**src/rtl/dmem_responder_pkg.sv**
```systemverilog
// Shared types and helpers for the data-memory responder.
package dmem_responder_pkg;

  localparam int unsigned DATA_W     = 32;
  localparam int unsigned REQ_ADDR_W = 16;

  typedef enum logic [1:0] {
    StIdle,
    StBusy,
    StResp
  } state_e;

  function automatic logic is_aligned(input logic [REQ_ADDR_W-1:0] addr);
    return addr[1:0] == 2'b00;
  endfunction

endpackage

```
**src/rtl/dmem_array.sv**
```systemverilog
// Word-addressed storage: synchronous write, registered read.
module dmem_array
  import dmem_responder_pkg::*;
#(
  parameter int unsigned ADDR_W = 6
) (
  input  logic              clk,
  input  logic              rst,
  input  logic              we,
  input  logic              re,
  input  logic [ADDR_W-1:0] addr,
  input  logic [DATA_W-1:0] wdata,
  output logic [DATA_W-1:0] rdata
);

  logic [DATA_W-1:0] mem [2**ADDR_W];
  logic [DATA_W-1:0] rdata_q;

  always_ff @(posedge clk) begin
    if (we) begin
      mem[addr] <= wdata;
    end
  end

  always_ff @(posedge clk or negedge rst) begin
    if (!rst) begin
      rdata_q <= '0;
    end else if (re) begin
      rdata_q <= mem[addr];
    end
  end

  assign rdata = rdata_q;

endmodule

```
**src/rtl/dmem_responder.sv**
```systemverilog
// Fixed-latency load/store responder with pipeline stall and flush handling.
module dmem_responder
  import dmem_responder_pkg::*;
#(
  parameter int unsigned ADDR_W  = 6,
  parameter int unsigned LATENCY = 2
) (
  input  logic                  clk,
  input  logic                  rst,
  input  logic                  flush,
  input  logic                  req_valid,
  input  logic                  req_wr,
  input  logic [REQ_ADDR_W-1:0] req_addr,
  input  logic [DATA_W-1:0]     req_wdata,
  output logic                  req_ready,
  output logic                  resp_valid,
  output logic [DATA_W-1:0]     resp_rdata,
  output logic                  resp_err,
  output logic                  stall
);

  localparam logic [3:0] CountInit = 4'(LATENCY - 1);

  state_e            state_q, state_d;
  logic [3:0]        count_q, count_d;
  logic              wr_q, wr_d;
  logic [ADDR_W-1:0] idx_q, idx_d;
  logic [DATA_W-1:0] wdata_q, wdata_d;
  logic              err_q, err_d;
  logic [DATA_W-1:0] rdata_q, rdata_d;
  logic              aligned, accept, enter_resp, load_done;
  logic [DATA_W-1:0] arr_rdata;
  logic              unused_addr;

  assign aligned     = is_aligned(req_addr);
  assign accept      = (state_q == StIdle) && req_valid && !flush && aligned;
  assign unused_addr = ^req_addr[REQ_ADDR_W-1:ADDR_W+2];

  always_ff @(posedge clk or negedge rst) begin
    if (!rst) begin
      state_q <= StIdle;
      count_q <= '0;
      wr_q    <= 1'b0;
      idx_q   <= '0;
      wdata_q <= '0;
      err_q   <= 1'b0;
      rdata_q <= '0;
    end else begin
      state_q <= state_d;
      count_q <= count_d;
      wr_q    <= wr_d;
      idx_q   <= idx_d;
      wdata_q <= wdata_d;
      err_q   <= err_d;
      rdata_q <= rdata_d;
    end
  end

  always_comb begin
    state_d = state_q;
    count_d = count_q;
    unique case (state_q)
      StIdle: begin
        if (accept) begin
          count_d = CountInit;
          state_d = (CountInit == 4'd0) ? StResp : StBusy;
        end
      end
      StBusy: begin
        count_d = count_q - 4'd1;
        // Stores already accepted must commit, so only loads abort on flush.
        if (flush && !wr_q) begin
          state_d = StIdle;
        end else if (count_q == 4'd1) begin
          state_d = StResp;
        end
      end
      StResp:  state_d = StIdle;
      default: state_d = StIdle;
    endcase
  end

  // Array is driven from the *_d values so LATENCY=1 can write/read on the acceptance edge.
  always_comb begin
    wr_d       = accept ? req_wr : wr_q;
    idx_d      = accept ? req_addr[ADDR_W+1:2] : idx_q;
    wdata_d    = accept ? req_wdata : wdata_q;
    err_d      = (state_q == StIdle) && req_valid && !flush && !aligned;
    enter_resp = (state_d == StResp) && (state_q != StResp);
    load_done  = (state_q == StResp) && !wr_q && !flush;
    rdata_d    = load_done ? arr_rdata : rdata_q;
  end

  always_comb begin
    req_ready  = (state_q == StIdle);
    resp_valid = (state_q == StResp) && !flush;
    resp_err   = err_q;
    stall      = (state_q == StBusy) || accept;
    resp_rdata = load_done ? arr_rdata : rdata_q;
  end

  dmem_array #(
    .ADDR_W(ADDR_W)
  ) u_array (
    .clk  (clk),
    .rst  (rst),
    .we   (enter_resp && wr_d),
    .re   (enter_resp && !wr_d),
    .addr (idx_d),
    .wdata(wdata_d),
    .rdata(arr_rdata)
  );

endmodule

```
**config.mk**
```make
export PLATFORM = sky130hd
export DESIGN_NAME = dmem_responder
export DESIGN_NICKNAME = d
export VERILOG_FILES = /design/src/rtl/dmem_responder_pkg.sv /design/src/rtl/dmem_array.sv /design/src/rtl/dmem_responder.sv
export SDC_FILE = /design/constraint.sdc
export NUM_CORES = 2
export LEC_CHECK = 0
export BUFFER_PORTS_ARGS = -buffer_cell sky130_fd_sc_hd__buf_2
export CAP_MARGIN = 20
export CORE_MARGIN = 8
export CORE_UTILIZATION = 35
export DETAILED_ROUTE_END_ITERATION = 10
export HOLD_SLACK_MARGIN = 0.06
export PLACE_DENSITY = 0.52
export SLEW_MARGIN = 10
export SYNTH_ARGS = -nofsm -noshare
export SYNTH_HDL_FRONTEND = slang
export SYNTH_SLANG_ARGS = --single-unit
```
**constraint.sdc**
```tcl
create_clock -name clk -period 4.7 [get_ports clk]
set_input_delay 0.94 -clock clk [delete_from_list [all_inputs] [get_ports clk]]
set_output_delay 0.94 -clock clk [all_outputs]
set_load 0.1 [all_outputs]
```
## After elaboration in Yosys (flattened, before gate mapping)

Memories as Yosys holds them, arrays and structs flattened. A register that Yosys moved wholly into a read port is not among the register bits.
Index checks and enable logic that the tools add are counted.

- Register bits after elaboration: 78
- Bits of input ports: 53
- Bits in writable memories: 2048
- Memories kept: 1
- Output and inout bits: 36
- Word-level logic and storage cells: 48

Memories:

| name | words | width | read ports | clocked after memory_dff | write ports | RTL line | text |
|---|---|---|---|---|---|---|---|
| u_array.mem | 64 | 32 | 1 | 1 | 1 | dmem_array.sv:16 | `logic [DATA_W-1:0] mem [2**ADDR_W];` |

- Equality and inequality tests: 6
- Multiplexer cells: 12
- Reduce and logical (&&, ||, !) cells: 21
- Add/sub/neg operators: 1

Operator list:

| cell | count |
|---|---|
| 2-to-1 mux 32 bit | 2 |
| logical AND 1 bit | 11 |
| one-hot mux 4 bit (2 select lines) | 1 |
| 2-to-1 mux 2 bit | 3 |
| 2-to-1 mux 6 bit | 1 |
| logical NOT 1 bit | 5 |
| equality test 2 bit (second input constant) | 2 |
| equality test 4 x 1 -> 1 bit (second input constant) | 1 |
| logical NOT 2 bit | 2 |
| 2-to-1 mux 4 bit | 1 |
| one-hot mux 2 bit (2 select lines) | 1 |
| subtractor 4 x 1 -> 4 bit (second input constant) | 1 |
| 2-to-1 mux 1 bit | 3 |
| equality test 2 x 1 -> 1 bit (second input constant) | 1 |
| != test 2 x 1 -> 1 bit (second input constant) | 1 |
| != test 2 bit (second input constant) | 1 |
| AND reduction 2 bit | 1 |
| nonzero test 2 bit | 1 |
| logical OR 1 bit | 1 |

## Longest topological paths before layout

- Word-level depth: 11
- Depth in mapped cells: 13
- Gate-level depth less buffers: 9

## Hierarchy

A second synthesis with hierarchy kept.

- Cell total of the unflattened synthesis: 4472
- Area, all modules: 82989.6 um^2

By module, submodules not included:

| module | area an instance (um^2) | seq. area each (um^2) | cells an instance | instances |
|---|---|---|---|---|
| dmem_array | 79932.9 | 62299.8 | 4279 | 1 |
| dmem_responder | 3056.7 | 1951.9 | 193 | 1 |

## Least setup slack after synthesis

No wires, ideal clock.

- Path kind: input port to output port
- Start point: input flush
- End point: output resp_rdata[10]
- Setup slack: -0.820 ns
- Cell stages on the path: 5
- Path buffers: 2
- Data arrival time: 4.580 ns
- Required time: 3.760 ns
- Cells stage by stage: nor3b_1 > nor2b_1 > clkbuf_1 > buf_1 > mux2_2

- Longest elaborated chain between the ends: 3

Ends and longest elaborated chain:

| element | RTL line | text |
|---|---|---|
| start, declared | dmem_responder.sv:10 | `input logic flush,` |
| logical NOT 1 bit | dmem_responder.sv:90 | `load_done = (state_q == StResp) && !wr_q && !flush;` |
| logical AND 1 bit | dmem_responder.sv:90 |  |
| 2-to-1 mux 32 bit | dmem_responder.sv:99 | `resp_rdata = load_done ? arr_rdata : rdata_q;` |
| end, declared | dmem_responder.sv:17 | `output logic [DATA_W-1:0] resp_rdata,` |

Every way passes these cells.

## Worst setup path after layout

- Start point: register state_q[1]
- End point: register u_array.rdata_q[6], in the netlist u_array.rdata[6] (read register of u_array.mem)

- Longest elaborated chain between the ends: 9
- Elaborated cells between the ends (all ways): 16
- Classes of those cells: 3 x eq/ne; 6 x mux; 7 x reduce/logical

Ends and longest elaborated chain:

| element | RTL line | text |
|---|---|---|
| start, declared | dmem_responder.sv:24 | `state_e state_q, state_d;` |
| start signal, assigned | dmem_responder.sv:41 | `state_q <= StIdle;` |
| start signal, assigned | dmem_responder.sv:49 | `state_q <= state_d;` |
| logical NOT 2 bit | dmem_responder.sv:36, dmem_responder.sv:62 |  |
| logical AND 1 bit (3 in series) | dmem_responder.sv:36 | `assign accept = (state_q == StIdle) && req_valid && !flush && aligned;` |
| 2-to-1 mux 2 bit | dmem_responder.sv:64 | `if (accept) begin` |
| one-hot mux 2 bit (2 select lines) | dmem_responder.sv:62 | `unique case (state_q)` |
| equality test 2 bit | dmem_responder.sv:89 | `enter_resp = (state_d == StResp) && (state_q != StResp);` |
| logical AND 1 bit | dmem_responder.sv:89 |  |
| logical AND 1 bit | dmem_responder.sv:108 | `.re (enter_resp && !wr_d),` |
| end, declared | dmem_array.sv:17 | `logic [DATA_W-1:0] rdata_q;` |

Parallel ways exist; a longest one is shown, timed or not.
A chain may end at the register's enable or synchronous reset.

==> impl_summary.md <==
Outcome
The flow ran to the end, and the final reports show no timing, DRC or antenna violations.

Pwr
The completed layout was analyzed and its total power is 50.1 mW. Dividing total power by cell area gives a power density of between 500 and 600 nW/um^2. The switching power total is 14.7 mW. The static leakage is 31.9 nW. Of the total power, the clock network draws 0.338. The fraction of power spent switching nets is 0.293. The highest ir drop seen on vdd is 0.330 mV. The internal portion of total power is 35.4 mW. The sequential fraction of design power is 0.461.

The combinational power share is 0.201.

Drt
The final route contains 44100 vias. After detailed routing, the total wire length is 235000 um. After the first detailed-routing iteration, the DRC count stood at 4682. After detailed routing, the number of remaining DRC violations is 0. The number of routed nets with antenna violations is 0. Using the TritonRoute via totals, the vias-per-cell ratio works out to about 5.5. In the final routed layout, each cell accounts on average for 29.3 um. The total iterations of the first detailed-routing run is 5.

STA
The max-slew violation total from the final report is 0. The post-route minimum period is 4040 ps. At the pin with the least slew margin, the transition time is 1160 ps. The clock arrives with 50.6 ps of skew.

Setup repair after global routing left no endpoint under its margin. Dividing the final minimum period by the clock period gives 0.859. The peak clock frequency supported by timing is 0.248 GHz. Setup violations remaining at the end of the flow were counted as 0.

Setup slack on the critical path of the routed design comes to 664 ps. The relative slew slack is 0.222. The count of endpoints failing hold in the final timing report came to 0. Hold is met by 328 ps. Summed over all failing endpoints, the final setup total negative slack is 0 ps.

Cells and area
Leaving out fill and tap cells, the most frequent cells in the layout are edfxtp_1, mux2i_1, a22oi_1. After the last flow step, the layout net total stands at 4854. Leaving out filler cells and counting taps, the final layout contains 8010.

The post-route core utilization is 0.415. The most common library cell in the layout ignoring fill and taps is edfxtp_1. Fill cells in the final layout number 20300.

The post-route standard cell area excluding fillers is 95200 sq um. Of the cells placed in the final design, the portion with a size suffix greater than 1 is 0.194. Relative to the synthesized area, the layout overhead comes to 18.4%.

Synth
The sequential-to-total area share from yosys stat is 0.799. In this run, synthesis produced a sequential element count of 2158. A synthesized cell averages roughly 18 sq um. The synthesized netlist contains 60 unique library cells.

The warning count from the yosys run is 0. The number of nets handed over by synthesis was 4474. The synthesized netlist occupies a cell area of 80400 sq um. The number of standard cells after synthesis is 4419.

GRT
Summed over all layers, the global routing overflow is 0. The number of global-route vias before repair is 43700. The aggregate global-route resource usage is 0.187. The first-pass GRT wire length is around 330000 um.

The number of antenna violations at the first check in global routing is 11. Entering global routing, the biggest net connects 66 pins.

Die
The total area inside the core boundary comes to 229000 sq um. The die is 495 um wide. The area enclosed by the die boundary is roughly 250000 sq um. The initial utilization of the core area, before any placement, comes to 0.351. The site row count is between 150 and 200. The die is 495 um tall.

During I/O placement, the number of pins put on the boundary was 89.

CTS
The buffer levels on the longest clock path is 3. The number of gates given a new drive strength after cts is 0. TritonCTS built the clock tree. The number of buffers added by the clock tree synthesis step is 212. The clock reaches the later pin of the worst-skew pair after slightly below 900 ps. Clock-pin slew was measured on the worst setup and hold paths at 60 ps. The TritonCTS sink count is approximately 2200. The cell sitting at the root of the clock tree is a clkbuf_16. The clock tree synthesis step divided the H-tree into 4 levels. Once the clock tree was built, the setup fixing pass inserted 0 buffers.

Worst hold path
The worst hold path was traced through 3 stages. The startpoint of the tightest hold check path is req_addr[4]. The worst min-delay path category is input port to flop. The worst hold path terminates at idx_q[2]$_DFF_PN0_.

Critical path
The worst register-to-register path ends at u_array.rdata[6]$_DFFE_PN0P_. For the worst setup path, the data required time is approximately 5500 ps. Counting cells, the worst reg-to-reg path comes to 10. STA classifies the critical path startpoint as a flop. The maximum fanout count along the critical path is 39. The startpoint identified for the worst register-to-register timing path is state_q[1]$_DFF_PN0_. The setup path with the least slack is of type flop to flop. The critical path arrival is 4820 ps.

The worst register-to-register path has a setup slack of 660 ps. The worst setup path is captured at a flop.

Placement
The post-place setup slack is 98.5 ps. Counting tap cells, the placed design contains a total of 7610 instances. Once placement finished, the instance area stood at 88200 sq um. Detailed placement finished with a half-perimeter wire length of between 100000 and 150000 um. The weighted congestion at the end of routability-driven global placement is 0.807. The count of buffers added on input and output ports is 80.

Flow run
The number of max-capacitance violations reported is 0.
[cell usage after synthesis (all sizes together)]
| cell type | number | area (sq um) |
|---|---|---|
| a2111oi | 14 | 129 |
| a211oi | 8 | 60.1 |
| a21boi | 4 | 30.0 |
| a21o | 3 | 22.5 |
| a21oi | 20 | 108 |
| a221oi | 149 | 1410 |
| a22o | 139 | 1220 |
| a22oi | 308 | 2320 |
| a31o | 25 | 219 |
| a31oi | 113 | 707 |
| and2 | 2 | 12.5 |
| and3 | 29 | 181 |
| buf | 182 | 1020 |
| clkbuf | 94 | 353 |
| dfrtp | 110 | 2750 |
| edfxtp | 2048 | 61500 |
| ha | 2 | 25.0 |
| inv | 10 | 37.5 |
| mux2 | 32 | 360 |
| mux2i | 405 | 4060 |
| nand2 | 132 | 498 |
| nand2b | 3 | 18.8 |
| nand3 | 42 | 210 |
| nand4 | 13 | 81.3 |
| nand4b | 5 | 43.8 |
| nor2 | 99 | 372 |
| nor2b | 4 | 25.0 |
| nor3 | 29 | 150 |
| nor3b | 2 | 15.0 |
| nor4 | 11 | 83.8 |
| nor4b | 2 | 23.8 |
| o211a | 3 | 30.0 |
| o211ai | 22 | 170 |
| o21a | 38 | 285 |
| o21ai | 103 | 515 |
| o221ai | 2 | 17.5 |
| o22a | 7 | 61.3 |
| o22ai | 192 | 1200 |
| o32a | 2 | 20.0 |
| or2 | 7 | 43.8 |
| or4 | 2 | 18.8 |
| or4b | 1 | 10.0 |
| xor2 | 1 | 8.76 |
[how the worst max path moves through the flow]
stage	slack (ps)	end	start
final	660	u_array.rdata[6]$_DFFE_PN0P_	state_q[1]$_DFF_PN0_
after global routing	510	resp_rdata[1]	state_q[1]$_DFF_PN0_
after CTS	560	resp_rdata[1]	state_q[0]$_DFF_PN0_
after detailed placement	100	u_array.rdata[17]$_DFFE_PN0P_	req_addr[1]
after global placement	160	u_array.rdata[17]$_DFFE_PN0P_	req_addr[1]
after floorplan	-100	u_array.mem[17][0]$_DFFE_PP_	flush
[power by group through the flow]
stage / sequential, mW / combinational [mW] / clock (mW)
floorplan: 23.4 / 5.61 / 0
global placement: 23.5 / 9.95 / 0
detailed placement: 23.5 / 10.1 / 0
CTS: 23.1 / 10.1 / 17.2
global route: 23.1 / 10.6 / 18.0
finish: 23.1 / 10.1 / 16.9
[cell type report]
class | instances | area (sq um) | share of cell area
Timing Repair Buffer | 442 | 4600 | 0.0484
Multi-Input combinational cell | 1975 | 15500 | 0.163
Antenna cell | 3 | 7.51 | 0.0000789
Clock inverter | 150 | 1510 | 0.0158
Inverter | 10 | 37.5 | 0.000394
Clock buffer | 246 | 5480 | 0.0575
Sequential cell | 2158 | 64300 | 0.675
Tap cell | 3026 | 3790 | 0.0398
[critical path: stages, from the launching register on]
cell      delay (ps)
dfrtp_1          440
or4b_1           750
buf_4            260
nor4_1           490
or2_4            520
buf_12           320
a22o_1           170
a221oi_1          50
a31oi_1          530
nor3_1           150
a31oi_1          190
[state kept, by name (all words and copies together) (netlist names)]
name	flops
wdata_q	32
state_q	2
u_array.mem	2048
u_array.rdata	32
count_q	4
rdata_q	32
resp_err	1
idx_q	6
wr_q	1
[logic make-up (layout without fill, tap and decap cells)]
kind of cell	after synthesis	count (layout)	synth area share
xor+xnor	1	1	0.000109
fa+ha+maj	2	2	0.000311
flops	2158	2158	0.799
buf+inv	286	848	0.0175
simple gates	383	383	0.0222
compound gates	1152	1152	0.106
other cells	0	3	0
mux	437	437	0.0549
[per-layer routing]
| layer | vias up | track usage | share of wire |
|---|---|---|---|
| met4 | 2 | 0.0577 | 0.031 |
| met3 | 344 | 0.0270 | 0.061 |
| met5 | - | 0 | 0.000055 |
| met2 | 1506 | 0.310 | 0.48 |
| met1 | 23200 | 0.255 | 0.43 |
| li1 | 19000 | - | - |
[timing repair]
action,4_1_cts,5_1_grt
hold buffers,1,0
hold endpoints to repair,39,0
setup endpoints to repair,0,0
Note: power is estimated with default switching activity, not from simulation.
